==> src/rtl/hazard_pkg.sv <==
// hazard_pkg
// Shared types and constants for the pipeline hazard controller.
//   sel_e         : 2-bit select code driven to each pipeline register mux
//   hz_state_e    : controller FSM states (RUN, MDU_WAIT)
//   sel_pattern_t : one select code per stage, ordered pc/ifid/idex/exmem/memwb
//   PAT_*         : the fixed select patterns the controller can emit
// Optional feature macro used by the top level: HAZARD_PERF_CNT_EN.
package hazard_pkg;

    typedef enum logic [1:0] {
        SEL_ADVANCE = 2'b00,
        SEL_HOLD    = 2'b01,
        SEL_BUBBLE  = 2'b10
    } sel_e;

    typedef enum logic {
        RUN      = 1'b0,
        MDU_WAIT = 1'b1
    } hz_state_e;

    typedef struct packed {
        sel_e pc;
        sel_e ifid;
        sel_e idex;
        sel_e exmem;
        sel_e memwb;
    } sel_pattern_t;

    localparam sel_pattern_t PAT_NORMAL   = '{SEL_ADVANCE, SEL_ADVANCE, SEL_ADVANCE, SEL_ADVANCE, SEL_ADVANCE};
    localparam sel_pattern_t PAT_MEMWAIT  = '{SEL_HOLD,    SEL_HOLD,    SEL_HOLD,    SEL_HOLD,    SEL_BUBBLE};
    localparam sel_pattern_t PAT_MDUSTALL = '{SEL_HOLD,    SEL_HOLD,    SEL_HOLD,    SEL_BUBBLE,  SEL_ADVANCE};
    localparam sel_pattern_t PAT_REDIRECT = '{SEL_ADVANCE, SEL_BUBBLE,  SEL_BUBBLE,  SEL_ADVANCE, SEL_ADVANCE};
    localparam sel_pattern_t PAT_LOADUSE  = '{SEL_HOLD,    SEL_HOLD,    SEL_BUBBLE,  SEL_ADVANCE, SEL_ADVANCE};
    // Every stage loads its reset value while the core is held in reset.
    localparam sel_pattern_t PAT_RESET    = '{SEL_BUBBLE,  SEL_BUBBLE,  SEL_BUBBLE,  SEL_BUBBLE,  SEL_BUBBLE};

    // True when any stage recirculates its value, i.e. the pipeline is stalled.
    function automatic logic pattern_has_hold(input sel_pattern_t p);
        return (p.pc == SEL_HOLD) || (p.ifid == SEL_HOLD) || (p.idex == SEL_HOLD) ||
               (p.exmem == SEL_HOLD) || (p.memwb == SEL_HOLD);
    endfunction

endpackage

==> src/rtl/pipe_hazard_ctrl_load_use_detect.sv <==
// load_use_detect
// Purely combinational load-use comparator.
//   id_rs1_i, id_rs2_i           : source registers of the instruction in ID
//   id_rs1_used_i, id_rs2_used_i : source actually read
//   ex_rd_i                      : destination of the instruction in EX
//   ex_mem_read_i                : EX instruction is a load
//   load_use_o                   : ID needs a value the EX load has not produced yet
module load_use_detect #(
    parameter int REG_ADDR_W = 5
) (
    input  logic [REG_ADDR_W-1:0] id_rs1_i,
    input  logic [REG_ADDR_W-1:0] id_rs2_i,
    input  logic                  id_rs1_used_i,
    input  logic                  id_rs2_used_i,
    input  logic [REG_ADDR_W-1:0] ex_rd_i,
    input  logic                  ex_mem_read_i,
    output logic                  load_use_o
);

    // Register 0 is hardwired to zero, so a load into it never creates a dependency.
    always_comb begin
        load_use_o = ex_mem_read_i && (ex_rd_i != '0) &&
                     ((id_rs1_used_i && (id_rs1_i == ex_rd_i)) ||
                      (id_rs2_used_i && (id_rs2_i == ex_rd_i)));
    end

endmodule

==> src/rtl/pipe_hazard_ctrl.sv <==
// pipe_hazard_ctrl
// Hazard controller for the 5-stage core: drives the select codes in front of
// the PC and the IF/ID, ID/EX, EX/MEM and MEM/WB registers.
//   clk, reset_n            : clock, synchronous active-low reset
//   id_rs1/2, id_rs1/2_used : ID-stage source registers and their use flags
//   ex_rd, ex_mem_read      : EX-stage destination and load flag
//   ex_mdu_op               : EX holds a multi-cycle MDU op
//   ex_branch_taken         : EX resolved a taken branch/jump
//   mem_wait                : data memory not ready
//   *_sel                   : per-stage select codes (Mealy, same-cycle)
//   mdu_start, mdu_busy     : MDU accept pulse and busy flag
// Optional: define HAZARD_PERF_CNT_EN to add perf_stall_cycles/perf_flush_cycles.
// MDU_LATENCY must be at least 2.
module pipe_hazard_ctrl
    import hazard_pkg::*;
#(
    parameter int REG_ADDR_W  = 5,
    parameter int MDU_LATENCY = 4
) (
    input  logic                  clk,
    input  logic                  reset_n,
    input  logic [REG_ADDR_W-1:0] id_rs1,
    input  logic [REG_ADDR_W-1:0] id_rs2,
    input  logic                  id_rs1_used,
    input  logic                  id_rs2_used,
    input  logic [REG_ADDR_W-1:0] ex_rd,
    input  logic                  ex_mem_read,
    input  logic                  ex_mdu_op,
    input  logic                  ex_branch_taken,
    input  logic                  mem_wait,
    output logic [1:0]            pc_sel,
    output logic [1:0]            ifid_sel,
    output logic [1:0]            idex_sel,
    output logic [1:0]            exmem_sel,
    output logic [1:0]            memwb_sel,
    output logic                  mdu_start,
    output logic                  mdu_busy
`ifdef HAZARD_PERF_CNT_EN
    ,
    output logic [31:0]           perf_stall_cycles,
    output logic [31:0]           perf_flush_cycles
`endif
);

    localparam int CNT_W = $clog2(MDU_LATENCY);

    hz_state_e    state_q, state_d;
    logic [CNT_W-1:0] cnt_q, cnt_d;
    sel_pattern_t pat;
    logic         load_use;

    load_use_detect #(
        .REG_ADDR_W (REG_ADDR_W)
    ) u_load_use_detect (
        .id_rs1_i      (id_rs1),
        .id_rs2_i      (id_rs2),
        .id_rs1_used_i (id_rs1_used),
        .id_rs2_used_i (id_rs2_used),
        .ex_rd_i       (ex_rd),
        .ex_mem_read_i (ex_mem_read),
        .load_use_o    (load_use)
    );

    // Select pattern and next state. In RUN the hazard sources are prioritised
    // mem_wait > MDU > redirect > load-use. Accepting an MDU op preloads cnt with
    // MDU_LATENCY-2 so that the accept cycle plus cnt+1 waiting cycles give the
    // full EX occupancy. In MDU_WAIT the counter keeps draining during mem_wait,
    // and release to RUN only happens once cnt is zero and memory is ready.
    always_comb begin
        pat       = PAT_NORMAL;
        state_d   = state_q;
        cnt_d     = cnt_q;
        mdu_start = 1'b0;
        if (!reset_n) begin
            pat = PAT_RESET;
        end else begin
            case (state_q)
                RUN: begin
                    if (mem_wait) begin
                        pat = PAT_MEMWAIT;
                    end else if (ex_mdu_op) begin
                        pat       = PAT_MDUSTALL;
                        cnt_d     = CNT_W'(MDU_LATENCY - 2);
                        state_d   = MDU_WAIT;
                        mdu_start = 1'b1;
                    end else if (ex_branch_taken) begin
                        pat = PAT_REDIRECT;
                    end else if (load_use) begin
                        pat = PAT_LOADUSE;
                    end
                end
                MDU_WAIT: begin
                    if (cnt_q != '0) begin
                        cnt_d = cnt_q - CNT_W'(1);
                        pat   = mem_wait ? PAT_MEMWAIT : PAT_MDUSTALL;
                    end else if (mem_wait) begin
                        pat = PAT_MEMWAIT;
                    end else begin
                        state_d = RUN;
                    end
                end
                default: begin
                    state_d = RUN;
                end
            endcase
        end
    end

    // FSM and MDU counter registers; reset also aborts an MDU op in flight.
    always_ff @(posedge clk) begin
        if (!reset_n) begin
            state_q <= RUN;
            cnt_q   <= '0;
        end else begin
            state_q <= state_d;
            cnt_q   <= cnt_d;
        end
    end

    // Drive the per-stage selects from the chosen pattern.
    always_comb begin
        pc_sel    = pat.pc;
        ifid_sel  = pat.ifid;
        idex_sel  = pat.idex;
        exmem_sel = pat.exmem;
        memwb_sel = pat.memwb;
        mdu_busy  = reset_n && (state_q == MDU_WAIT);
    end

`ifdef HAZARD_PERF_CNT_EN
    logic [31:0] perf_stall_q;
    logic [31:0] perf_flush_q;

    // Stall cycles are those where any stage holds; flush cycles are redirects.
    // Both counters wrap naturally at 2^32.
    always_ff @(posedge clk) begin
        if (!reset_n) begin
            perf_stall_q <= '0;
            perf_flush_q <= '0;
        end else begin
            if (pattern_has_hold(pat)) begin
                perf_stall_q <= perf_stall_q + 32'd1;
            end
            if (pat == PAT_REDIRECT) begin
                perf_flush_q <= perf_flush_q + 32'd1;
            end
        end
    end

    assign perf_stall_cycles = perf_stall_q;
    assign perf_flush_cycles = perf_flush_q;
`endif

endmodule

==> config.mk <==
export PLATFORM = sky130hd
export DESIGN_NAME = pipe_hazard_ctrl
export DESIGN_NICKNAME = d
export VERILOG_FILES = /design/src/rtl/hazard_pkg.sv /design/src/rtl/pipe_hazard_ctrl_load_use_detect.sv /design/src/rtl/pipe_hazard_ctrl.sv
export SDC_FILE = /design/constraint.sdc
export NUM_CORES = 1
export LEC_CHECK = 0
export BUFFER_PORTS_ARGS = -buffer_cell sky130_fd_sc_hd__clkbuf_2
export CAP_MARGIN = 15
export CELL_PAD_IN_SITES_DETAIL_PLACEMENT = 1
export CELL_PAD_IN_SITES_GLOBAL_PLACEMENT = 1
export CORE_UTILIZATION = 23
export CTS_BUF_LIST = sky130_fd_sc_hd__clkbuf_8
export CTS_CLUSTER_DIAMETER = 60
export CTS_CLUSTER_SIZE = 10
export DETAILED_ROUTE_END_ITERATION = 7
export GPL_ROUTABILITY_DRIVEN = 0
export PLACE_DENSITY = 0.76
export REMOVE_ABC_BUFFERS = 1
export SLEW_MARGIN = 20
export SYNTH_ARGS = -nofsm -noshare
export SYNTH_HDL_FRONTEND = slang
export SYNTH_SLANG_ARGS = --single-unit
==> constraint.sdc <==
create_clock -name clk -period 1.6 [get_ports clk]
set_input_delay 0.08 -clock clk [delete_from_list [all_inputs] [get_ports clk]]
set_output_delay 0.08 -clock clk [all_outputs]
set_load 0.02 [all_outputs]
# Yosys cells after proc, flatten, opt, wreduce, memory -nomap -nowiden
# Index checks and enable logic that the tools add are counted.
# totals
regBits,3
in_bits,23
out_inout_bits,12
# op_classes
addsub,1
eq_ne,5
n_mux,20
bitwise_logic,1
n_reduce_logical,9
# op_table
operator,count
$mux 9,6
$pmux 10 s2,1
$eq 5x5->1,2
$mux 10,1
$mux 1,6
$mux 2,3
$logic_and 1x1->1,5
$reduce_bool 5->1,1
$mux 4,1
$ne 2x2->1 const B,2
$pmux 2 s2,1
$reduce_and 3->1,1
$ne 2x1->1 const B,1
$pmux 1 s2,1
$reduce_bool 2->1,1
$sub 2x1->2 const B,1
$logic_or 1x1->1,1
$not 1->1,1

# Depth between registers and ports, before layout
# depth
word_depth,10
mapped_depth,7
ltp_nobuf,6

# By module
# Synthesis repeated with hierarchy kept, for this count alone.
# hier_totals
cells_unflattened,53
hier_area_um2,410.4
# by_module_without_submodules
mod,instances,cells_per_inst,area_each_um2,seq_area_each_um2
pipe_hazard_ctrl,1,36,276.5,60.1
load_use_detect,1,17,133.9,0.0

# Worst setup path before layout
# No wires, ideal clock.
# synth_timing
kind,register to output
start,reg cnt_q[0]
end,out pc_sel[0]
arrival_ns,1.663
required_time_ns,1.520
slack_ns,-0.143
stages_incl_launch_ff,8
cell_sequence,dfxtp_1 > inv_1 > ha_1 > nand2_1 > o21ai_2 > or3_1 > o22ai_1 > buf_4
# synth_between
elab_chain_len,4
# synth_rtl
element,line,text
"start, declared",pipe_hazard_ctrl.sv:48,"logic [CNT_W-1:0] cnt_q, cnt_d;"
"start signal, assigned",pipe_hazard_ctrl.sv:116,cnt_q <= cnt_d;
$reduce_bool 2->1,pipe_hazard_ctrl.sv:93,if (cnt_q != '0) begin
$mux 9,pipe_hazard_ctrl.sv:93,
$pmux 10 s2,pipe_hazard_ctrl.sv:77,case (state_q)
$mux 10,pipe_hazard_ctrl.sv:74,if (!reset_n) begin
"end, declared",pipe_hazard_ctrl.sv:31,"output logic [1:0] pc_sel,"
# Every way passes these cells. The select of a mux whose other input is x is not followed.

# Worst setup path in the final report
# layout_timing
start,reg cnt_q[0]
end,out ifid_sel[0]
# layout_between
elab_chain_len,4
# layout_rtl
element,line,text
$reduce_bool 2->1,pipe_hazard_ctrl.sv:93,
$mux 9,pipe_hazard_ctrl.sv:93,
$pmux 10 s2,pipe_hazard_ctrl.sv:77,
$mux 10,pipe_hazard_ctrl.sv:74,
"end, declared",pipe_hazard_ctrl.sv:32,"output logic [1:0] ifid_sel,"
# Every way passes these cells. The select of a mux whose other input is x is not followed.

==> reports/qor.csv <==
stage,metric,value,unit
hold_path,hold-path-cell-count,3,
sta,setup_viol,2,
yosys,async_flop_share,0,
sta,hold_viol_final,0,
grt,grt_first_pass_wirelength,2070,um
yosys,synth_seq_cells,3,
detailed_routing,wire_per_inst,11.7,um
sta,tns,-104,ps
pwr,pwr-share-comb,0.398,
finish,nets,122,
yosys,ys_top_cells_by_count,"xor2_1, inv_1, nand2_1",
pwr,finalPower,498,uW
critical_path,worstRegToRegCells,9,
critical_path,crit_arrival,1570,ps
sta,fin_hold_ws,194,ps
finish,fin_cells,113,
clock_tree,clock_sinks,3,
critical_path,crit_path_start_kind,flip-flop,
clock_tree,cts_tree,yes,
finish,layout-area-overhead-vs-synth,86.6,%
detailed_routing,drt-pass1-iter-count,3,
detailed_routing,drc,0,
pwr,p_int,342,uW
yosys,postSynthCellCount,53,
pwr,p_sw_frac,0.313,
placed_design,dp_hpwl,1030,um
yosys,synthFlopType,dfxtp_1,
job,maxCapViolations,0,
floorplanning,dieArea,1840,um^2
yosys,synth_edf_count,0,
critical_path,criticalPathCategory,flip-flop to output port,
clock_tree,ctsLongestPathBuffers,2,
pwr,switching_power,156,uW
sta,setup_ws,-52.2,ps
critical_path,slowest_delay,370,ps
sta,clock.fmax,0.605,GHz
clock_tree,clk_latency,220,ps
placed_design,place_ws,19.8,ps
grt,grtUsageTotal,0.152,
status,status,"finished, violations left",
floorplanning,core_area,1540,um^2
yosys,syn_avg_cell_area,7.25,um^2
finish,final_area,717,um^2
grt,grt_overflow_total,0,
critical_path,required,1520,ps
yosys,synth_cell_type_count,27,
critical_path,crit_path_max_fanout,2,
floorplanning,dieWidth,42.9,um
status,violations,setup timing,
yosys,synth_top_area_share,0.182,
finish,utilization,0.465,
yosys,synth.area.top_cells,"xor2_1, dfxtp_1, inv_1",
grt,grt_max_degree,9,
clock_tree,root_buffer,clkbuf_8,
hold_path,min_path_type,primary input to flip-flop,
finish,n_antenna_cell,0,
clock_tree,htreeDepth,1,
yosys,syn_area,384,um^2
detailed_routing,viasPerCell,4.69,
floorplanning,initial_core_util,0.249,
yosys,ys_seq_area_frac,0.156,
sta,final_max_slew_viol_count,0,
detailed_routing,antenna_left,0,
pwr,leakagePower,0.372,nW
placed_design,io_buffers,33,
yosys,synth.most_common_cell,xor2_1,
floorplanning,die_h,42.9,um
detailed_routing,routed_wl,1330,um
clock_tree,cts_buffers,3,
detailed_routing,drt-initial-drc-count,1,
sta,period_needed,1650,ps
yosys,ys.warnings.count,0,
pwr,seqPwrFrac,0.179,
floorplanning,fp-row-count,14,
placed_design,dp.cells,102,
placed_design,place_area,569,um^2
pwr,vdd_drop_max,422,uV
sta,min_period_over_period,1.03,
pwr,clkPwrFrac,0.423,
grt,grt_pass1_vias,526,
pwr,pwr_density_cell,694,nW/um^2
detailed_routing,via_count,530,
yosys,yosys.area.top_type,xor2_1,
critical_path,cp_cell_sequence,inv_2 > ha_4 > nand2_4 > o21ai_2 > or3_1 > o22ai_2 > clkbuf_8,
clock_tree,cts.clk_slew.worst_paths,30,ps
sta,fin_worst_skew,2.72,ps
critical_path,crit_path_top_delay_cell,or3_1,
critical_path,worst_setup_path_end_kind,output port,
sta,rsz0062_at_grt,true,
finish,drive_gt1_frac,0.598,
floorplanning,pin_count,35,
grt,antenna_found_initial,0,
==> routing by layer <==
layer,track usage,wire [um],share of wire,up-vias
met4,0.0313,6,0.0045,0
met5,0,0,0,-
met2,0.294,706,0.53,32
met1,0.141,485,0.37,228
met3,0.0723,126,0.095,2
li1,-,-,-,268
==> layout make-up <==
class / instances / area [um^2]
inverters: 7 / 26.3
multi-input cells: 41 / 309
repair buffers: 42 / 253
flip-flops and latches: 3 / 63.8
fillers: 203 / 825
well taps: 16 / 20.0
clock inverters: 1 / 3.75
clock buffers: 3 / 41.3
==> power by group through the flow <==
stage | clock (mW) | sequential [mW] | combinational, mW
2_1_floorplan | 0 | 0.0854 | 0.0876
6_report | 0.210 | 0.0891 | 0.198
3_5_place_dp | 0 | 0.0865 | 0.160
5_1_grt | 0.229 | 0.0893 | 0.216
4_1_cts | 0.217 | 0.0873 | 0.188
3_3_place_gp | 0 | 0.0863 | 0.154
==> placed cells by master, fill, tap and decap left out <==
master and n:
inv_1 5, nand2_4 1, a21oi_1 2, o22ai_2 1
nor2_1 3, dfxtp_2 3, nand2_1 3, nand3_1 2
o21ai_2 2, ha_4 1, nor4_2 1, o21ai_1 4
clkbuf_2 30, clkbuf_8 5, and2_1 1, nor4_1 1
and3_1 1, a32oi_1 1, nor3_1 1, conb_1 1
xor2_1 8, buf_4 10, inv_2 3, or3_1 1
o311ai_2 1, nor3b_1 1, or4_1 1, xnor2_1 2
and2_0 1
==> worst paths after layout <==
kind / start / to / slack [ps]
hold reg to reg: state_q / cnt_q[0] / 560
setup / recovery: cnt_q[0] / ifid_sel[0] / -50
setup reg to reg: cnt_q[0] / cnt_q[1] / 210
hold / removal: reset_n / cnt_q[0] / 190
==> flip-flops by register name (all words and copies together) (netlist names) <==
register / cells
cnt_q: 2
state_q: 1
==> cells by family after synthesis <==
family,after synthesis,share of synthesized area
flops,3,0.156
fa+ha+maj,1,0.0326
compound gates,11,0.205
buf+inv,9,0.107
other cells,1,0.00976
simple gates,18,0.261
xor+xnor,10,0.228
==> worst max-delay path: cells and delay by family, from the launching register on <==
family / cells / cell delay, ps
AND/OR/NAND/NOR: 2 / 430
AO/OA/AOI/OAI: 2 / 210
flip-flops: 1 / 330
adder cells (fa/ha/maj): 1 / 160
buffers and inverters: 2 / 230
==> repair_timing <==
action | 4_1_cts | 5_1_grt
gates resized for setup | 12 | 5
endpoints found under the setup margin | 2 | 3
hold endpoints to repair | 0 | 0
hold buffers | 0 | 0
setup buffers | 5 | 2
pin swaps | 2 | 3
No activity file was read; power rests on OpenSTA's default activity.
